File: src/rtl/instruction_fetch_if.sv
`default_nettype none
// +----------------------------------------------------------------------------+
// | instruction_fetch_if : memory-read and instruction-handoff bundle          |
// | Revision: 1.0                                                              |
// +----------------------------------------------------------------------------+
interface instruction_fetch_if;
  logic [15:0] mem_addr;
  logic        mem_rd_en;
  logic [7:0]  mem_rd_data;
  logic [15:0] ir;
  logic [15:0] ir_pc;
  logic        ir_valid;
  logic        ir_ready;
  logic        branch_en;
  logic [15:0] branch_target;
  logic        halt;

  // master: the fetch unit itself
  modport master (
    output mem_addr, mem_rd_en, ir, ir_pc, ir_valid,
    input  mem_rd_data, ir_ready, branch_en, branch_target, halt
  );

  // slave: memory plus control unit
  modport slave (
    input  mem_addr, mem_rd_en, ir, ir_pc, ir_valid,
    output mem_rd_data, ir_ready, branch_en, branch_target, halt
  );
endinterface
`default_nettype wire

File: src/rtl/instruction_fetch.sv
`default_nettype none
// +----------------------------------------------------------------------------+
// | instruction_fetch : two-byte big-endian fetch into a valid/ready IR        |
// | Revision: 1.0                                                              |
// +----------------------------------------------------------------------------+
module instruction_fetch #(
  parameter logic [15:0] RESET_PC  = 16'h0000,
  parameter int          MEM_BYTES = 16384
) (
  input  wire                  clock,
  input  wire                  reset,
  instruction_fetch_if.master  bus
);

  localparam logic [15:0] c_ADDR_MASK = 16'(MEM_BYTES - 1);
  localparam logic [15:0] c_PC_MASK   = c_ADDR_MASK & 16'hFFFE;
  localparam logic [15:0] c_RESET_PC  = RESET_PC & c_PC_MASK;

  typedef enum logic [1:0] {
    S_REQ_HI = 2'd0,
    S_REQ_LO = 2'd1,
    S_CAP_LO = 2'd2,
    S_HOLD   = 2'd3
  } state_t;

  state_t      r_state;
  logic [15:0] r_pc;
  logic [7:0]  r_hi;
  logic [15:0] r_ir;
  logic [15:0] r_ir_pc;
  logic        r_ir_valid;

  logic [15:0] w_mem_addr;
  logic        w_mem_rd_en;

  // pc is always aligned, so pc+1 never crosses the wrap boundary
  assign w_mem_addr  = (r_state == S_REQ_LO) ? ((r_pc + 16'd1) & c_ADDR_MASK) : r_pc;
  assign w_mem_rd_en = !reset && !bus.branch_en &&
                       (((r_state == S_REQ_HI) && !bus.halt) || (r_state == S_REQ_LO));

  always_ff @(posedge clock) begin
    if (reset) begin
      r_state    <= S_REQ_HI;
      r_pc       <= c_RESET_PC;
      r_hi       <= 8'h00;
      r_ir       <= 16'h0000;
      r_ir_pc    <= 16'h0000;
      r_ir_valid <= 1'b0;
    end else if (bus.branch_en) begin
      r_pc       <= bus.branch_target & c_PC_MASK;
      r_ir_valid <= 1'b0;
      r_state    <= S_REQ_HI;
    end else begin
      case (r_state)
        S_REQ_HI: begin
          if (!bus.halt) r_state <= S_REQ_LO;
        end
        S_REQ_LO: begin
          r_hi    <= bus.mem_rd_data;
          r_state <= S_CAP_LO;
        end
        S_CAP_LO: begin
          r_ir       <= {r_hi, bus.mem_rd_data};
          r_ir_pc    <= r_pc;
          r_ir_valid <= 1'b1;
          r_pc       <= (r_pc + 16'd2) & c_PC_MASK;
          r_state    <= S_HOLD;
        end
        S_HOLD: begin
          if (bus.ir_ready) begin
            r_ir_valid <= 1'b0;
            r_state    <= S_REQ_HI;
          end
        end
        default: r_state <= S_REQ_HI;
      endcase
    end
  end

  assign bus.mem_addr  = w_mem_addr;
  assign bus.mem_rd_en = w_mem_rd_en;
  assign bus.ir        = r_ir;
  assign bus.ir_pc     = r_ir_pc;
  assign bus.ir_valid  = r_ir_valid;

endmodule
`default_nettype wire

File: src/flat_wrapper.sv
// flat-port wrapper written by rule: the top's interface ports become plain ports
module instruction_fetch_flat 
#(
  parameter logic [15:0] RESET_PC  = 16'h0000,
  parameter int          MEM_BYTES = 16384
)
  (clock, reset, bus_mem_addr, bus_mem_rd_en, bus_ir, bus_ir_pc, bus_ir_valid, bus_mem_rd_data, bus_ir_ready, bus_branch_en, bus_branch_target, bus_halt);
  instruction_fetch_if bus_i ();
  input  wire clock;
  input  wire reset;
  output wire logic [$bits(bus_i.mem_addr)-1:0] bus_mem_addr;
  output wire logic [$bits(bus_i.mem_rd_en)-1:0] bus_mem_rd_en;
  output wire logic [$bits(bus_i.ir)-1:0] bus_ir;
  output wire logic [$bits(bus_i.ir_pc)-1:0] bus_ir_pc;
  output wire logic [$bits(bus_i.ir_valid)-1:0] bus_ir_valid;
  input wire logic [$bits(bus_i.mem_rd_data)-1:0] bus_mem_rd_data;
  input wire logic [$bits(bus_i.ir_ready)-1:0] bus_ir_ready;
  input wire logic [$bits(bus_i.branch_en)-1:0] bus_branch_en;
  input wire logic [$bits(bus_i.branch_target)-1:0] bus_branch_target;
  input wire logic [$bits(bus_i.halt)-1:0] bus_halt;
  assign bus_mem_addr = bus_i.mem_addr;
  assign bus_mem_rd_en = bus_i.mem_rd_en;
  assign bus_ir = bus_i.ir;
  assign bus_ir_pc = bus_i.ir_pc;
  assign bus_ir_valid = bus_i.ir_valid;
  assign bus_i.mem_rd_data = bus_mem_rd_data;
  assign bus_i.ir_ready = bus_ir_ready;
  assign bus_i.branch_en = bus_branch_en;
  assign bus_i.branch_target = bus_branch_target;
  assign bus_i.halt = bus_halt;
  instruction_fetch #(.RESET_PC(RESET_PC), .MEM_BYTES(MEM_BYTES)) u_core (.clock(clock), .reset(reset), .bus(bus_i));
endmodule
File: config.mk
export PLATFORM = sky130hd
export DESIGN_NAME = instruction_fetch_flat
export DESIGN_NICKNAME = d
export VERILOG_FILES = /design/src/rtl/instruction_fetch_if.sv /design/src/rtl/instruction_fetch.sv /design/src/flat_wrapper.sv
export SDC_FILE = /design/constraint.sdc
export NUM_CORES = 1
export LEC_CHECK = 0
export BUFFER_PORTS_ARGS = -buffer_cell sky130_fd_sc_hd__buf_2
export CELL_PAD_IN_SITES_DETAIL_PLACEMENT = 0
export CELL_PAD_IN_SITES_GLOBAL_PLACEMENT = 1
export CORE_MARGIN = 1.5
export CORE_UTILIZATION = 35
export CTS_CLUSTER_DIAMETER = 60
export CTS_CLUSTER_SIZE = 30
export DETAILED_ROUTE_END_ITERATION = 7
export GPL_ROUTABILITY_DRIVEN = 0
export PLACE_DENSITY = 0.86
export SYNTH_ARGS = -nofsm -noshare
export SYNTH_HDL_FRONTEND = slang
export SYNTH_SLANG_ARGS = --single-unit
File: constraint.sdc
create_clock -name clock -period 2.05 [get_ports clock]
set_input_delay 0.1025 -clock clock [delete_from_list [all_inputs] [get_ports clock]]
set_output_delay 0.1025 -clock clock [all_outputs]
set_load 0.01 [all_outputs]
==> reports/summary.json <==
{
  "portBuffers": {"value": 70},
  "timing.max_slew.rel_slack": {"value": 55.0, "unit": "%"},
  "clock_skew": {"value": 0.00753, "unit": "ns"},
  "max_freq": {"value": 527, "unit": "MHz"},
  "worst_path_dominant_cell_family": {"value": "simple AND/OR/NAND/NOR gates"},
  "avgViaCountPerCell": {"value": 4.92},
  "h-tree-depth": {"value": 2},
  "arrival": {"value": 2.11, "unit": "ns"},
  "grt_setup_unrepaired": {"value": "no"},
  "place.detailed.hpwl": {"value": 3910, "unit": "um"},
  "critical_path.n_buffers_inverters": {"value": 2},
  "global_route.overflow_total": {"value": 0},
  "comb_power_share": {"value": 9.2, "unit": "%"},
  "run_status": {"value": "finished clean"},
  "finalSetupViolations": {"value": 0},
  "cts-hold-fix-buffers": {"value": 0},
  "synthesis.area": {"value": 0.00230, "unit": "mm^2"},
  "min_period": {"value": 1.90, "unit": "ns"},
  "grt_pass1_vias": {"value": 2038},
  "power.ir.vdd_worst": {"value": 0.000343, "unit": "V"},
  "pwr-share-clk": {"value": 36.1, "unit": "%"},
  "clk_pin_slew": {"value": 0.10, "unit": "ns"},
  "via_count": {"value": 2129},
  "ctsLongestPathBuffers": {"value": 2},
  "first_iter_violations": {"value": 88},
  "detail_route.first_pass.iterations": {"value": 4},
  "power.leakage": {"value": 1.18, "unit": "nW"},
  "post-route-util": {"value": 44.6, "unit": "%"},
  "slew_limit_fails": {"value": 0},
  "worstMarginPinSlew": {"value": 0.674, "unit": "ns"},
  "power.net_switching": {"value": 0.488, "unit": "mW"},
  "p_int": {"value": 1.50, "unit": "mW"},
  "ys_async_sr_fraction": {"value": 0, "unit": "%"},
  "yosysTopAreaCellShare": {"value": 46.1, "unit": "%"},
  "pwr_density_cell": {"value": 701, "unit": "mW/mm^2"},
  "die-area": {"value": 0.00707, "unit": "mm^2"},
  "netlist.top_cell.by_area": {"value": "dfxtp_1"},
  "share_of_synthesized_area_occupied_by_flip_flops_and_latches": {"value": 46.1, "unit": "%"},
  "grt_antenna_before_repair": {"value": 0},
  "synth_seq_cells": {"value": 53},
  "cts.repair_timing.setup_buffer_count": {"value": 0},
  "syn-mean-instance-area": {"value": 7.96, "unit": "um^2"},
  "final-hold-violation-count": {"value": 0},
  "floorplan.initialDensity": {"value": 36.2, "unit": "%"},
  "die_w": {"value": 84.1, "unit": "um"},
  "setup_tns": {"value": 0, "unit": "ns"},
  "max-cap-violations": {"value": 0},
  "flow.area_growth_from_synthesis": {"value": 23.2, "unit": "%"},
  "totalWireLength": {"value": 5520, "unit": "um"},
  "drt_drc_violations_left": {"value": 0},
  "ys_top_cells_by_area": {"value": "dfxtp_1, nand2_1, a21oi_1"},
  "type_of_the_most_critical_hold_path": {"value": "input pin to flip-flop"},
  "global_route_wire_length_before_repair": {"value": 9370, "unit": "um"},
  "grtUsageTotal": {"value": 16.1, "unit": "%"},
  "ordered_list_of_cells_on_the_worst_path": {"value": "inv_1, ha_1, buf_6, nand4_2, or4_1, a311oi_1"},
  "tritoncts": {"value": "built"},
  "timing.final.crit_share": {"value": 92.6, "unit": "%"},
  "power.sequential.fraction": {"value": 54.7, "unit": "%"},
  "largest_net_degree_at_the_start_of_global_routing": {"value": 30},
  "synth_flop_cell": {"value": "dfxtp_1"},
  "total_power": {"value": 1.99, "unit": "mW"},
  "die_y": {"value": 84.1, "unit": "um"},
  "fill_cells": {"value": 666},
  "synth.lib_cells_used.distinct": {"value": 38},
  "slowest_cp_cell": {"value": "or4_1"},
  "worstSetupPathType": {"value": "flip-flop to flip-flop"},
  "route.antenna.remaining_nets": {"value": 0},
  "cp.required": {"value": 2.26, "unit": "ns"},
  "cts.root.buffer_cell": {"value": "clkbuf_8"},
  "n_antenna_cell": {"value": 0},
  "cts.sink_count": {"value": 53},
  "post_drt_wl_per_cell": {"value": 12.8, "unit": "um"},
  "io-pin-count": {"value": 79},
  "critical_path.reg2reg.startpoint": {"value": "u_core.r_state[0]$_SDFFE_PN0P_"},
  "design.core.area": {"value": 0.00635, "unit": "mm^2"},
  "crit_path_start_kind": {"value": "flip-flop"},
  "std_cell_rows": {"value": 29},
  "postSynthCellCount": {"value": 289},
  "worstPathMaxFanout": {"value": 16},
  "post_route_cells_drive_above_1_share": {"value": 26.1, "unit": "%"},
  "hold_start": {"value": "bus_mem_rd_data[1]"},
  "power_switching_share": {"value": 24.6, "unit": "%"},
  "worst_setup_path_end_kind": {"value": "flip-flop"},
  "layout.nets": {"value": 390},
  "synth-warning-count": {"value": 0},
  "timing.critical_path.slowest_cell_delay": {"value": 0.51, "unit": "ns"},
  "synth_enable_flop_cells": {"value": 0},
  "worstSetupStartpoint": {"value": "u_core.r_state[0]$_SDFFE_PN0P_"},
  "clkLatencyLatePin": {"value": 0.30, "unit": "ns"},
  "numCtsBuffers": {"value": 5}
}
==> worst reg2reg max path, delay by kind of cell, from the launching register on <==
kind | cells | cell delay [ns]
AOI/OAI and AO/OA | 1 | 0.25
buffers and inverters | 2 | 0.30
DFF | 1 | 0.36
adders and majority gates | 1 | 0.20
and+or+nand+nor | 2 | 0.71
==> flip-flops by register name, indices dropped and copies added, names as in the netlist <==
register             flops
u_core.bus.ir           16
u_core.bus.ir_pc        13
u_core.r_pc             13
u_core.r_hi              8
u_core.r_state           2
u_core.bus.ir_valid      1
==> cell usage after synthesis (2+ instances only) <==
master    count
dfxtp_1      53
nand4_1       5
nand2_1      84
nor2b_1       4
a311oi_1      5
buf_1         3
o21ai_0       4
or3_1         5
nand4_2       2
nand2b_1      3
clkbuf_1      9
inv_1         4
a31oi_1       2
xor2_1        4
buf_2         6
buf_4         5
a211oi_1      4
nand3_1       5
ha_1          6
or4_1         3
mux2_2        2
a21oi_1      44
nor2_1       12
==> final timing paths <==
path | to | slack [ns] | cells after the start
setup / recovery | u_core.r_pc[10]$_SDFFE_PP0P_ | 0.15 | 6
hold / removal | u_core.bus.ir[1]$_SDFFE_PP0P_ | 0.04 | 3
setup reg to reg | u_core.r_pc[10]$_SDFFE_PP0P_ | 0.15 | 6
hold reg to reg | u_core.bus.ir_pc[7]$_SDFFE_PP0P_ | 0.46 | 2
==> power by group through the flow <==
stage	Sequential [mW]	Combinational [mW]	Clock, mW
after floorplan	1.12	0.102	0
after global placement	1.11	0.180	0
after detailed placement	1.11	0.183	0
after CTS	1.09	0.184	0.744
after global routing	1.09	0.205	0.779
final	1.09	0.182	0.717
==> per-stage QoR <==
step	hold slack [ns]	cells	worst slack (ns)	instance area, um^2
2_1_floorplan	0.238	293	0.417	2320
3_3_place_gp	0.357	425	0.139	2710
3_5_place_dp	0.368	425	0.0645	2710
4_1_cts	0.0262	433	0.0221	2830
5_1_grt	0.0375	433	0.00532	2830
6_report	0.0423	433	0.151	2830
==> layout by cell type (no fill, tap or decap), drive strengths merged, types with 2 or more instances in the layout <==
master and n:
clkinv 2, mux2 2, buf 78, dfxtp 53, clkbuf 5, nand4 7, a31oi 2, nor2b 4
nand2b 3, a21oi 44, conb 5, o21ai 4, or4 3, nor2 12, a311oi 5, or3 5
xor2 4, nand3 5, ha 6, a211oi 4, nand2 84, inv 5
==> area by class of cell <==
cell class	instances	area, um^2	area share, %
clock buffers	5	68.8	2.43
multi-input cells	212	1130	39.9
clock inverters	3	43.8	1.55
inverters	5	18.8	0.662
flip-flops and latches	53	1060	37.4
well taps	77	96.3	3.40
repair buffers	78	414	14.6
==> repair_timing <==
| item | 4_1_cts | 5_1_grt |
|---|---|---|
| resized for setup | 0 | 2 |
| hold endpoints to repair | 0 | 0 |
| endpoints found under the setup margin | 0 | 30 |
==> cells by family after synthesis <==
| family | count (synthesis) | share of synthesized area [%] |
|---|---|---|
| AOI/OAI and AO/OA | 64 | 15.9 |
| xor gates and xnor gates | 5 | 1.90 |
| adders and majority gates | 6 | 3.26 |
| buffers and inverters | 28 | 5.71 |
| DFF | 53 | 46.1 |
| muxes | 3 | 1.41 |
| other | 1 | 0.163 |
| and+or+nand+nor | 129 | 25.6 |
==> routing by layer <==
layer  GRT usage (%)  part of all wire, %  vias to the layer above
met2            25.7                   45                       52
met1            22.0                   49                      972
met4            5.51                  1.8                        0
met3            2.77                  4.4                        8
li1                -                    -                     1097
met5               0                    0                        -
(Power assumes the default switching activity.)
